<file path="config.mk">
export PLATFORM = sky130hd
export DESIGN_NAME = psum_sched
export DESIGN_NICKNAME = d
export VERILOG_FILES = /design/src/rtl/psum_pkg.sv /design/src/rtl/loop_cnt3.sv /design/src/rtl/psum_sched.sv
export SDC_FILE = /design/constraint.sdc
export NUM_CORES = 1
export LEC_CHECK = 0
export ABC_AREA = 1
export CAP_MARGIN = 40
export CORE_MARGIN = 10
export CORE_UTILIZATION = 29
export CTS_BUF_LIST = sky130_fd_sc_hd__clkbuf_16
export CTS_CLUSTER_DIAMETER = 50
export CTS_CLUSTER_SIZE = 12
export DETAILED_ROUTE_END_ITERATION = 8
export DONT_BUFFER_PORTS = 1
export GPL_ROUTABILITY_DRIVEN = 0
export PLACE_DENSITY = 0.4
export SLEW_MARGIN = 20
export SYNTH_ARGS = -nofsm -noshare
export SYNTH_HDL_FRONTEND = slang
export SYNTH_SLANG_ARGS = --single-unit
</file>
<file path="constraint.sdc">
create_clock -name clk -period 7.2 [get_ports clk]
set_clock_uncertainty 0.15 [all_clocks]
set_input_delay 1.44 -clock clk [delete_from_list [all_inputs] [get_ports clk]]
set_output_delay 1.44 -clock clk [all_outputs]
set_load 0.03 [all_outputs]
</file>
<file path="src/rtl/psum_pkg.sv">
// Shared types and constants for the partial-sum sequencing controller.
package psum_pkg;

  // Width of the latched configuration fields; the top-level CW parameter
  // defaults to this and must match it.
  localparam int CFG_W = 8;

  // Minimum idle cycles between an ic_done beat and the next pass's first
  // data_valid: five cycles of done pipeline in the psum file plus one cycle
  // for it to update its bank state.
  localparam int GAP_MIN = 6;

  typedef enum logic [2:0] {
    IDLE,
    ISSUE,
    GAP,
    CHECK,
    WAIT_DRAIN,
    FLUSH
  } sched_state_e;

  typedef struct packed {
    logic [CFG_W-1:0] num_ic;
    logic [CFG_W-1:0] num_oc;
    logic [CFG_W-1:0] num_pix;
  } cfg_t;

endpackage

</file>
<file path="src/rtl/loop_cnt3.sv">
// Nested pixel / input-channel / output-channel loop counter.
// inc_pix steps the innermost pixel loop (wrapping to 0 after the last pixel);
// inc_pass steps the ic loop and carries into the oc loop. The two steps are
// kept separate so the scheduler can hold ic/oc constant through the gap
// between passes while the pixel index has already returned to 0.
module loop_cnt3 #(
  parameter int CW = 8
) (
  input  logic          clk,
  input  logic          rst,
  input  logic          clr,
  input  logic          inc_pix,
  input  logic          inc_pass,
  input  logic [CW-1:0] num_pix,
  input  logic [CW-1:0] num_ic,
  input  logic [CW-1:0] num_oc,
  output logic [CW-1:0] pix,
  output logic [CW-1:0] ic,
  output logic [CW-1:0] oc,
  output logic          last_pix,
  output logic          last_ic,
  output logic          last_oc
);

  localparam logic [CW-1:0] ONE = CW'(1);

  // Terminal-count flags for each loop level.
  always_comb begin
    last_pix = (pix == num_pix - ONE);
    last_ic  = (ic  == num_ic  - ONE);
    last_oc  = (oc  == num_oc  - ONE);
  end

  // Index registers; clr restarts the whole nest at a new tile.
  // NOTE: clocked state is written with <= so every register in this block
  // samples the pre-edge values; '=' here would let later statements see
  // already-updated indices and break the nesting.
  always_ff @(posedge clk) begin
    if (rst || clr) begin
      pix <= '0;
      ic  <= '0;
      oc  <= '0;
    end else begin
      if (inc_pix) begin
        pix <= last_pix ? '0 : pix + ONE;
      end
      if (inc_pass) begin
        if (last_ic) begin
          ic <= '0;
          oc <= last_oc ? '0 : oc + ONE;
        end else begin
          ic <= ic + ONE;
        end
      end
    end
  end

endmodule

</file>
<file path="src/rtl/psum_sched.sv">
// Sequencing controller for the ping-pong partial-sum register file.
// Walks the oc / ic / pixel loop nest of one tile, issues data_valid,
// ic_done and oc_done beats, inserts the inter-pass gap the psum file's done
// pipeline needs, and stops a bank from refilling before it has drained.
module psum_sched
  import psum_pkg::*;
#(
  parameter int CW     = CFG_W,
  parameter int AWIDTH = 4,
  parameter int IC_GAP = GAP_MIN,
  parameter int RW     = 16
) (
  input  logic          clk,
  input  logic          rst,
  input  logic          start,
  input  logic [CW-1:0] cfg_num_ic,
  input  logic [CW-1:0] cfg_num_oc,
  input  logic [CW-1:0] cfg_num_pix,
  input  logic          pe_ready,
  input  logic          result_valid,
  output logic          data_valid,
  output logic          ic_done,
  output logic          oc_done,
  output logic [CW-1:0] pix_idx,
  output logic [CW-1:0] ic_idx,
  output logic [CW-1:0] oc_idx,
  output logic          busy,
  output logic          done,
  output logic          cfg_err
);

  // The gap state lasts IC_GAP-1 cycles; the single CHECK cycle that always
  // follows it supplies the last idle cycle before the next pass.
  localparam int            GW       = $clog2(IC_GAP) + 1;
  localparam logic [GW-1:0] GAP_LAST = GW'(IC_GAP - 2);
  localparam logic [CW:0]   PIX_MAX  = (CW+1)'(2 ** AWIDTH);

  sched_state_e state, state_nxt;
  cfg_t         cfg_q;

  logic [GW-1:0]   gap_cnt;
  logic [RW-1:0]   res_cnt;
  logic [RW-1:0]   thr;
  logic [RW-1:0]   npix_rw;
  logic [RW:0]     drained_plus;
  logic [2*CW-1:0] prod;

  logic cfg_ok;
  logic accept;
  logic reject;
  logic inc_pix;
  logic inc_pass;
  logic gap_end;
  logic drain_ok;
  logic last_pix;
  logic last_ic;
  logic last_oc;

  loop_cnt3 #(
    .CW (CW)
  ) u_loop (
    .clk      (clk),
    .rst      (rst),
    .clr      (accept),
    .inc_pix  (inc_pix),
    .inc_pass (inc_pass),
    .num_pix  (cfg_q.num_pix),
    .num_ic   (cfg_q.num_ic),
    .num_oc   (cfg_q.num_oc),
    .pix      (pix_idx),
    .ic       (ic_idx),
    .oc       (oc_idx),
    .last_pix (last_pix),
    .last_ic  (last_ic),
    .last_oc  (last_oc)
  );

  // Configuration screening for a start request. The oc*pix product is only
  // needed here, once per tile; drain tracking uses a running threshold.
  always_comb begin
    prod   = cfg_num_oc * cfg_num_pix;
    cfg_ok = (cfg_num_ic  != '0) &&
             (cfg_num_oc  != '0) &&
             (cfg_num_pix != '0) &&
             ({1'b0, cfg_num_pix} <= PIX_MAX);
    if (RW < 2 * CW) begin
      cfg_ok = cfg_ok && ((prod >> RW) == '0);
    end
  end

  // Drain gate: entering oc k >= 2 at ic 0 needs res_cnt >= (k-1)*npix.
  // thr holds k*npix, so the test is res_cnt + npix >= thr.
  always_comb begin
    npix_rw      = RW'(cfg_q.num_pix);
    drained_plus = {1'b0, res_cnt} + {1'b0, npix_rw};
    drain_ok     = (ic_idx != '0) || (oc_idx < CW'(2)) ||
                   (drained_plus >= {1'b0, thr});
    gap_end      = (gap_cnt == GAP_LAST);
    busy         = (state != IDLE);
  end

  // Next-state and beat outputs.
  // NOTE: every signal driven here gets a default before the case so that
  // no path leaves it unassigned, which would otherwise infer a latch.
  always_comb begin
    state_nxt  = state;
    accept     = 1'b0;
    reject     = 1'b0;
    inc_pix    = 1'b0;
    inc_pass   = 1'b0;
    data_valid = 1'b0;
    ic_done    = 1'b0;
    oc_done    = 1'b0;
    done       = 1'b0;
    case (state)
      IDLE: begin
        if (start) begin
          if (cfg_ok) begin
            accept    = 1'b1;
            state_nxt = ISSUE;
          end else begin
            reject = 1'b1;
          end
        end
      end
      ISSUE: begin
        if (pe_ready) begin
          data_valid = 1'b1;
          inc_pix    = 1'b1;
          if (last_pix) begin
            ic_done   = 1'b1;
            oc_done   = last_ic;
            state_nxt = GAP;
          end
        end
      end
      GAP: begin
        if (gap_end) begin
          inc_pass  = 1'b1;
          state_nxt = (last_ic && last_oc) ? FLUSH : CHECK;
        end
      end
      CHECK: begin
        state_nxt = drain_ok ? ISSUE : WAIT_DRAIN;
      end
      WAIT_DRAIN: begin
        if (drain_ok) begin
          state_nxt = ISSUE;
        end
      end
      FLUSH: begin
        // The final oc_done also kicks off the last bank's drain, so every
        // result of the tile eventually arrives here.
        if (res_cnt >= thr) begin
          done      = 1'b1;
          state_nxt = IDLE;
        end
      end
      default: state_nxt = IDLE;
    endcase
  end

  // State register.
  always_ff @(posedge clk) begin
    if (rst) begin
      state <= IDLE;
    end else begin
      state <= state_nxt;
    end
  end

  // Configuration latch, captured only on an accepted start.
  always_ff @(posedge clk) begin
    if (rst) begin
      cfg_q <= '0;
    end else if (accept) begin
      cfg_q.num_ic  <= cfg_num_ic;
      cfg_q.num_oc  <= cfg_num_oc;
      cfg_q.num_pix <= cfg_num_pix;
    end
  end

  // Gap counter: runs only while in GAP, restarts on every entry.
  always_ff @(posedge clk) begin
    if (rst || state != GAP) begin
      gap_cnt <= '0;
    end else begin
      gap_cnt <= gap_cnt + GW'(1);
    end
  end

  // Result counter: counts drain beats of the current tile.
  always_ff @(posedge clk) begin
    if (rst || accept) begin
      res_cnt <= '0;
    end else if (busy && result_valid) begin
      res_cnt <= res_cnt + RW'(1);
    end
  end

  // Running drain threshold: npix times the number of oc groups started so
  // far, advanced at every oc carry; ends at noc*npix for the flush.
  always_ff @(posedge clk) begin
    if (rst || accept) begin
      thr <= '0;
    end else if (inc_pass && last_ic) begin
      thr <= thr + npix_rw;
    end
  end

  // Rejected-start flag, one cycle after the offending start.
  always_ff @(posedge clk) begin
    if (rst) begin
      cfg_err <= 1'b0;
    end else begin
      cfg_err <= reject;
    end
  end

endmodule

</file>
==> results of run 1 <==
==> layer usage <==
layer	up-vias	wire, um
li1	2959	-
met1	2424	8542
met2	75	7405
met3	12	1020
met4	0	174
met5	-	0
==> stage by stage <==
stage / std cells / power (uW) / area, um^2 / setup WS [ns]
after floorplan: 920 / 719.6 / 6226 / 2.402
after global placement: 1182 / 782.1 / 6509 / 2.230
after detailed placement: 1183 / 781.5 / 6524 / 2.192
after CTS: 1199 / 1321 / 6843 / 2.190
after global routing: 1200 / 1370 / 6850 / 2.396
final: 1200 / 1290 / 6850 / 2.595
==> cells in the mapped netlist (3+ instances only) <==
cell type	count
a21oi_1	63
nand4_1	19
ha_1	58
nor4_1	4
xnor2_1	20
o211ai_1	3
o21ai_0	48
buf_2	3
a31oi_1	3
nand2_1	191
nor3b_1	5
nand2_2	3
nor2_2	5
or2_2	3
clkbuf_1	7
dfxtp_1	88
nand3b_1	3
nor3_2	3
xor2_1	45
o21ai_1	6
nor3_1	29
nand3_1	32
inv_2	7
inv_1	119
nor2_1	133
==> kinds of logic (layout without fill, tap and decap cells) <==
| logic type | count (synthesis) | after routing | synth area share |
|---|---|---|---|
| AO/OA/AOI/OAI | 130 | 130 | 0.1105 |
| adder cells (fa/ha/maj) | 60 | 60 | 0.1230 |
| XOR/XNOR | 66 | 66 | 0.09506 |
| buffers and inverters | 141 | 146 | 0.08822 |
| AND/OR/NAND/NOR | 435 | 435 | 0.3002 |
| flip-flops | 88 | 88 | 0.2830 |
==> registers in the layout, indices dropped and copies added (netlist names) <==
register    flops
cfg_q          24
u_loop.pix      8
u_loop.ic       8
cfg_err         1
state           3
thr            16
u_loop.oc       8
gap_cnt         4
res_cnt        16
==> report_power, final <==
part / switching [uW] / internal, uW / leakage (uW)
combinational: 156 / 75.0 / 0.00225
sequential: 29.5 / 505 / 0.000710
clock: 219 / 305 / 0.000155
total: 405 / 885 / 0.00311
==> critical path, delay by kind of cell <==
family                 cells  cell delay [ns]
buffers and inverters      4             0.44
AND/OR/NAND/NOR            3             1.13
==> cell type report <==
cell class	instances	area [um^2]
timing repair buffer	4	37.54
clock inverter	7	93.84
tap	275	344.1
clock buffer	9	225.2
multi-input combinational	691	3915
inverter	126	473.0
fill	2320	14240
sequential	88	1762
==> worst max-delay path by stage <==
stage	endpoint	slack, ns	depth (start not counted)
finish	oc_done	2.60	7
global route	oc_done	2.40	12
CTS	oc_done	2.19	6
detailed placement	oc_done	2.19	6
global placement	oc_done	2.23	6
floorplan	oc_done	2.40	6
==> flow_summary.yaml, run 1 <==
setup_path:
  cp_max_fo: 4
  reg2reg_setup_slack_ns: 3.24
  crit_chain: "inv_1 > nor2_1 > buf_4 > inv_1 > nor2_1 > inv_1 > nor2_1"
  crit_slowest_cell: "nor2_1"
  start_kind: "primary input"
  rr_worst_depth: 22
  rr_startpoint: "cfg_q[0]"
  crit_type: "primary input to primary output"
  rr_endpoint: "state[1]"
  cpPeakStageDelay_ns: 0.49
  required_ns: 5.61
  cp-end-kind: "primary output"
  startpoint: "pe_ready"
  cp.arrival_ns: 3.01
floorplan:
  die_w_um: 166.5
  io_pins: 59
  initial_core_util: 0.2952
  dieArea_um2: 27730
  dieHeight_um: 166.5
  rows: 53
  coreArea_um2: 21090
cells_and_area:
  layout_common_cells: "nand2_1, nor2_1, inv_1, dfxtp_1, a21oi_1"
  syn2layout_area_growth_pct: 10.03
  fin_util: 0.3248
  drive_above_1_share: 0.04649
  diodes: 0
  nets: 1009
  final_common_cell: "nand2_1"
drt:
  firstDrtPassIters: 4
  drtIter0Drc: 223
  avgRoutedWirePerCell_um: 14.28
  via_per_inst: 4.558
  detail-route-antenna-nets: 0
  post-route-drc-count: 0
  routed_wl_um: 17140
  via_count: 5470
timing:
  tightest_slew_ns: 0.7352
  relSlewSlack: 0.5093
  rsz0062_at_grt: "false"
  tns_ns: 0
  finalSetupViolCount: 0
  finalCritPeriodShare: 0.6396
  fin_hold_ws_ns: 0.3294
  period_needed_ns: 4.605
  final_hold_viol_count: 0
  max_freq_mhz: 217.2
  drv_slew: 0
synth:
  synth_area_leaders: "dfxtp_1, ha_1, nand2_1"
  synth_area_leader_cell: "dfxtp_1"
  synth_top_area_share: 0.2830
  synth_flop_cell: "dfxtp_1"
  yosys_warnings: 0
  ys_seq_area_frac: 0.2830
  async_flop_share: 0
  synth_edf_count: 0
  syn_nets: 1009
  ys_types: 41
  synth_area_um2: 6226
  syn-instance-count: 920
  ys_seq_elements: 88
  avgSynthCellArea_um2: 6.767
global_routing:
  grt_pass1_wl_um: 28270
  grt_overflow: 0
  met1_usage: 0.1642
  grt_usage: 0.1242
  grt_use_met3: 0.03719
  grt_pass1_vias: 5398
  met2_usage: 0.1920
  grt_max_degree: 28
  antenna_found_initial: 0
  grt_busiest_layer: "met2"
clock_tree:
  clk_pin_slew_worst_paths_ns: 0.06
  cts_buffers: 9
  cts_setup_buffers: 0
  tritoncts: "done"
  clockBufferDepth: 2
  htree_levels: 3
  clk_latency_ns: 0.36
  cts_sinks: 88
  cts_resized: 0
  ctsHoldBuffers: 0
  cts-root-buf: "clkbuf_16"
run_status:
  outcome: "finished clean"
pwr:
  power.leakage_uw: 0.003114
  power_density_nw_per_um2: 188.4
  max-vdd-ir-drop_mv: 0.1255
placed_design:
  dp_hpwl_um: 13780
  portBuffers: 0
job:
  cap_violations: 0
min_path:
  hold_path.class: "register to register"
  worstHoldEndpoint: "gap_cnt[0]"
  min_from: "gap_cnt[0]"
  holdPathStages: 1
Power figures use the tool's default switching activity.
==> run 2: changes to the inputs <==
--- a/config.mk
+++ b/config.mk
@@ -15,7 +15,7 @@
 export DETAILED_ROUTE_END_ITERATION = 8
 export DONT_BUFFER_PORTS = 1
 export GPL_ROUTABILITY_DRIVEN = 0
-export PLACE_DENSITY = 0.4
+export PLACE_DENSITY = 0.41
 export SLEW_MARGIN = 20
 export SYNTH_ARGS = -nofsm -noshare
 export SYNTH_HDL_FRONTEND = slang
==> constraint.sdc (replaced) <==
create_clock -name clk -period 4.1 [get_ports clk]
set_clock_uncertainty 0.15 [all_clocks]
set_input_delay 0.82 -clock clk [delete_from_list [all_inputs] [get_ports clk]]
set_output_delay 0.82 -clock clk [all_outputs]
set_load 0.03 [all_outputs]
==> flow_summary.yaml, run 2 (synthesis gave the netlist of run 1 again) <==
cells_and_area:
  final_cell_area_um2: 6877
  largest_reg_flops: 24
  top_register: "cfg_q"
  nets: 1016
  syn2layout_area_growth_pct: 10.45
  layout_common_cells: "nand2_1, nor2_1, inv_1, dfxtp_1, a21oi_1"
  final_common_cell: "nand2_1"
  multi_input_area_um2: 3915
  drive_above_1_share: 0.05478
  diodes: 0
  largest_registers: "cfg_q (24), res_cnt (16), thr (16)"
  regArea_um2: 1762
  fillCellCount: 2352
clock_tree:
  cts_resized: 0
  cts_buffers: 9
  clk_pin_slew_worst_paths_ns: 0.07
  cts-root-buf: "clkbuf_16"
  clockBufferDepth: 2
  htree_levels: 3
  tritoncts: "done"
  cts_setup_buffers: 0
  cts_sinks: 88
  clk_latency_ns: 0.36
  ctsHoldBuffers: 0
floorplan:
  coreArea_um2: 21090
  die_w_um: 166.5
  initial_core_util: 0.2952
  io_pins: 59
  rows: 53
  dieHeight_um: 166.5
  dieArea_um2: 27730
drt:
  drtIter0Drc: 227
  via_count: 5478
  routed_wl_um: 17360
  post-route-drc-count: 0
  firstDrtPassIters: 4
  detail-route-antenna-nets: 0
  via_per_inst: 4.542
  avgRoutedWirePerCell_um: 14.39
pwr:
  p_sw_uw: 733.1
  max-vdd-ir-drop_mv: 0.1847
  clkPwrFrac: 0.396
  switching_share: 0.3282
  p_int_uw: 1501
  power_frac_seq: 0.419
  power_density_nw_per_um2: 324.8
  power_frac_comb: 0.185
  power.leakage_uw: 0.003139
placed_design:
  dp_hpwl_um: 13890
  portBuffers: 0
  placed_area_um2: 6576
timing:
  finalSetupViolCount: 0
  final_hold_viol_count: 0
  tns_ns: 0
  max_freq_mhz: 272.4
  tightest_slew_ns: 0.7792
  drv_slew: 0
  finalCritPeriodShare: 0.8953
  relSlewSlack: 0.4799
  period_needed_ns: 3.671
  rsz0062_at_grt: "false"
job:
  cap_violations: 0
setup_path:
  cp.arrival_ns: 3.77
  cp_max_fo: 5
  crit_type: "register to register"
  start_kind: "register"
  cp-end-kind: "register"
  required_ns: 4.20
run_status:
  outcome: "finished clean"
global_routing:
  grt_usage: 0.1260
  grt_overflow: 0
  grt_pass1_vias: 5367
  grt_pass1_wl_um: 28650
  grt_max_degree: 28
  antenna_found_initial: 0
min_path:
  hold_path.class: "register to register"
[run 2: critical path, cell delays in order, from the launching register on]
cell,delay (ns)
dfxtp_1,0.43
inv_1,0.17
fa_1,0.48
o21ai_1,0.27
nand2_1,0.09
o211ai_1,0.21
nand2_1,0.15
nor3_1,0.21
xor2_1,0.19
ha_1,0.26
nand2_1,0.06
inv_1,0.05
nand4_1,0.08
nor2_1,0.05
nor2_1,0.13
nand2_1,0.08
inv_1,0.07
nand3_1,0.09
nand3_1,0.17
nand2_1,0.07
nand2_1,0.06
nor2_1,0.05
[run 2: area by class of cell]
cell class / instances / share of cell area
clock buffer: 9 / 0.03275
clock inverter: 6 / 0.01092
inverter: 126 / 0.06878
multi-input combinational: 691 / 0.5693
sequential: 88 / 0.2562
tap: 275 / 0.05004
timing repair buffer: 11 / 0.01201
[run 2: path summary, 6_finish.rpt]
kind              start          to  slack, ns  cells after the start
min          gap_cnt[0]  gap_cnt[0]       0.32                      1
max            cfg_q[1]    state[1]       0.43                     21
max reg2reg    cfg_q[1]    state[1]       0.43                     21
min reg2reg  gap_cnt[0]  gap_cnt[0]       0.32                      1
[run 2: power by group through the flow]
stage                     clock (uW)  sequential [uW]  combinational, uW
final                            884              936                414
after global routing             946              942                481
after detailed placement           0              956                419
after global placement             0              957                424
after floorplan                    0              946                318
after CTS                        921              936                421
[run 2: stage by stage]
step	util	worst slack, ns	hold WS, ns	power, uW	cells
after floorplan	-	0.5416	0.2800	1264	920
after global placement	0.3119	0.5233	0.3043	1381	1191
after detailed placement	0.3119	0.4561	0.3100	1375	1191
after CTS	0.3261	0.4182	0.3290	2279	1206
after global routing	0.3261	0.01522	0.3539	2369	1206
final	0.3261	0.4295	0.3198	2234	1206
[run 2: per-layer routing]
metal | global-route usage | wire, um | part of all wire
met1 | 0.1675 | 8713 | 0.50
met2 | 0.1973 | 7565 | 0.44
met3 | 0.03224 | 930 | 0.054
met4 | 0.03322 | 150 | 0.0086
met5 | 0 | 0 | 0
==> run 3: changes to the inputs <==
--- a/config.mk
+++ b/config.mk
@@ -6,17 +6,15 @@
 export NUM_CORES = 1
 export LEC_CHECK = 0
 export ABC_AREA = 1
-export CAP_MARGIN = 40
+export CAP_MARGIN = 20
 export CORE_MARGIN = 10
 export CORE_UTILIZATION = 29
 export CTS_BUF_LIST = sky130_fd_sc_hd__clkbuf_16
 export CTS_CLUSTER_DIAMETER = 50
 export CTS_CLUSTER_SIZE = 12
 export DETAILED_ROUTE_END_ITERATION = 8
-export DONT_BUFFER_PORTS = 1
 export GPL_ROUTABILITY_DRIVEN = 0
-export PLACE_DENSITY = 0.41
-export SLEW_MARGIN = 20
+export PLACE_DENSITY = 0.45
 export SYNTH_ARGS = -nofsm -noshare
 export SYNTH_HDL_FRONTEND = slang
 export SYNTH_SLANG_ARGS = --single-unit
==> flow_summary.yaml, run 3 (synthesis gave the netlist of run 1 again) <==
run_status:
  outcome: "finished clean"
global_routing:
  grt_overflow: 0
  grt_max_degree: 28
  grt_pass1_wl_um: 28670
  grt_usage: 0.1240
  antenna_found_initial: 1
  grt_pass1_vias: 5788
pwr:
  p_sw_uw: 706.9
  power_density_nw_per_um2: 302.8
  p_int_uw: 1542
  power.leakage_uw: 0.003354
  power_frac_seq: 0.410
  switching_share: 0.3143
  max-vdd-ir-drop_mv: 0.1866
  power_frac_comb: 0.213
  clkPwrFrac: 0.376
setup_path:
  critPathMostFrequentCell: "nor2_1"
  cp-end-kind: "primary output"
  cp.depth: 11
  crit_family: "buffers and inverters"
  cp.arrival_ns: 2.79
  rr_worst_depth: 22
  crit_chain: "inv_1 > ha_1 > inv_1 > nor2_1 > nand3_1 > nand2_1 > nand2_1 > nor2_1 > nand3_1 > nor2_1 > clkdlybuf4s50_1"
  required_ns: 3.13
  cpPeakStageDelay_ns: 0.71
  cp_max_fo: 5
  path_buf_inv: 3
  crit_type: "register to primary output"
  crit_slowest_cell: "clkdlybuf4s50_1"
  start_kind: "register"
clock_tree:
  clk_latency_ns: 0.35
  cts-root-buf: "clkbuf_16"
  htree_levels: 3
  cts_buffers: 9
  tritoncts: "done"
  cts_resized: 0
  cts_sinks: 88
  ctsHoldBuffers: 0
  cts_setup_buffers: 0
  clk_pin_slew_worst_paths_ns: 0.07
  clockBufferDepth: 2
cells_and_area:
  final_common_cell: "nand2_1"
  largest_reg_flops: 24
  diodes: 0
  top_register: "cfg_q"
  fillCellCount: 2314
  final_cell_area_um2: 7428
  multi_input_area_um2: 3919
  drive_above_1_share: 0.04868
  syn2layout_area_growth_pct: 19.31
  layout_common_cells: "nand2_1, nor2_1, inv_1, dfxtp_1, a21oi_1"
  largest_registers: "cfg_q (24), res_cnt (16), thr (16)"
  nets: 1070
  regArea_um2: 1762
floorplan:
  rows: 53
  initial_core_util: 0.2952
  io_pins: 59
  die_w_um: 166.5
  coreArea_um2: 21090
  dieHeight_um: 166.5
  dieArea_um2: 27730
timing:
  tns_ns: 0
  drv_slew: 0
  max_freq_mhz: 266.2
  finalSetupViolCount: 0
  relSlewSlack: 0.4907
  tightest_slew_ns: 0.7632
  finalCritPeriodShare: 0.9162
  final_hold_viol_count: 0
  period_needed_ns: 3.756
  rsz0062_at_grt: "false"
drt:
  drtIter0Drc: 268
  via_per_inst: 4.463
  detail-route-antenna-nets: 0
  via_count: 5628
  routed_wl_um: 16810
  post-route-drc-count: 0
  firstDrtPassIters: 4
  avgRoutedWirePerCell_um: 13.33
placed_design:
  dp_hpwl_um: 13540
  placed_area_um2: 7127
  portBuffers: 58
min_path:
  holdPathStages: 1
  hold_path.class: "register to register"
job:
  cap_violations: 0
## run 3: cell types whose count changed in the layout (fill, tap and decap cells not counted), sizes merged
cell	delta
clkdlybuf4s50	+57
dlymetal6s2s	+1
inv	-2
clkinvlp	-1
buf	-4
clkinv	+4
## run 3: metrics by stage
| stage | utilization | total power, uW | setup WS (ns) | hold slack (ns) | cells |
|---|---|---|---|---|---|
| floorplan | - | 1264 | 0.5416 | 0.2800 | 920 |
| finish | 0.3523 | 2249 | 0.3438 | 0.3142 | 1261 |
| detailed placement | 0.3380 | 1430 | 0.3453 | 0.3054 | 1245 |
| CTS | 0.3520 | 2294 | 0.04314 | 0.3226 | 1261 |
| global route | 0.3523 | 2387 | 0.01945 | 0.3667 | 1261 |
| global placement | 0.3380 | 1432 | 0.3623 | 0.3005 | 1245 |
## run 3: power by group through the flow
| stage | Clock [uW] | Combinational [uW] | Sequential, uW |
|---|---|---|---|
| final | 846 | 480 | 923 |
| after global routing | 909 | 550 | 927 |
| after CTS | 883 | 488 | 923 |
| after detailed placement | 0 | 487 | 943 |
| after global placement | 0 | 489 | 943 |
| after floorplan | 0 | 318 | 946 |
## run 3: worst paths after layout
check	from	to	slack (ns)
max	cfg_q[1]	ic_done	0.34
min	gap_cnt[0]	gap_cnt[0]	0.31
max reg2reg	cfg_q[0]	state[1]	0.42
min reg2reg	gap_cnt[0]	gap_cnt[0]	0.31
## run 3: worst reg2reg max path: cells and delay by family, from the launching register on
family	cells	cell delay (ns)
AOI/OAI and AO/OA	2	0.43
buffers and inverters	3	0.16
xor gates and xnor gates	1	0.11
DFF	1	0.48
adders and majority gates	3	0.93
and+or+nand+nor	13	1.36
## run 3: cell type report
cell class	instances	share of cell area
clock buffer	9	0.03032
clock inverter	7	0.009432
inverter	126	0.06367
multi-input combinational	691	0.5275
sequential	88	0.2372
tap	275	0.04632
timing repair buffer	65	0.08557
## run 3: per-layer routing
layer / up-vias / track usage / share of wire
met5: - / 0 / 0
met4: 0 / 0.02558 / 0.0096
met3: 14 / 0.03954 / 0.047
met2: 58 / 0.1998 / 0.44
met1: 2477 / 0.1584 / 0.51
li1: 3079 / - / -
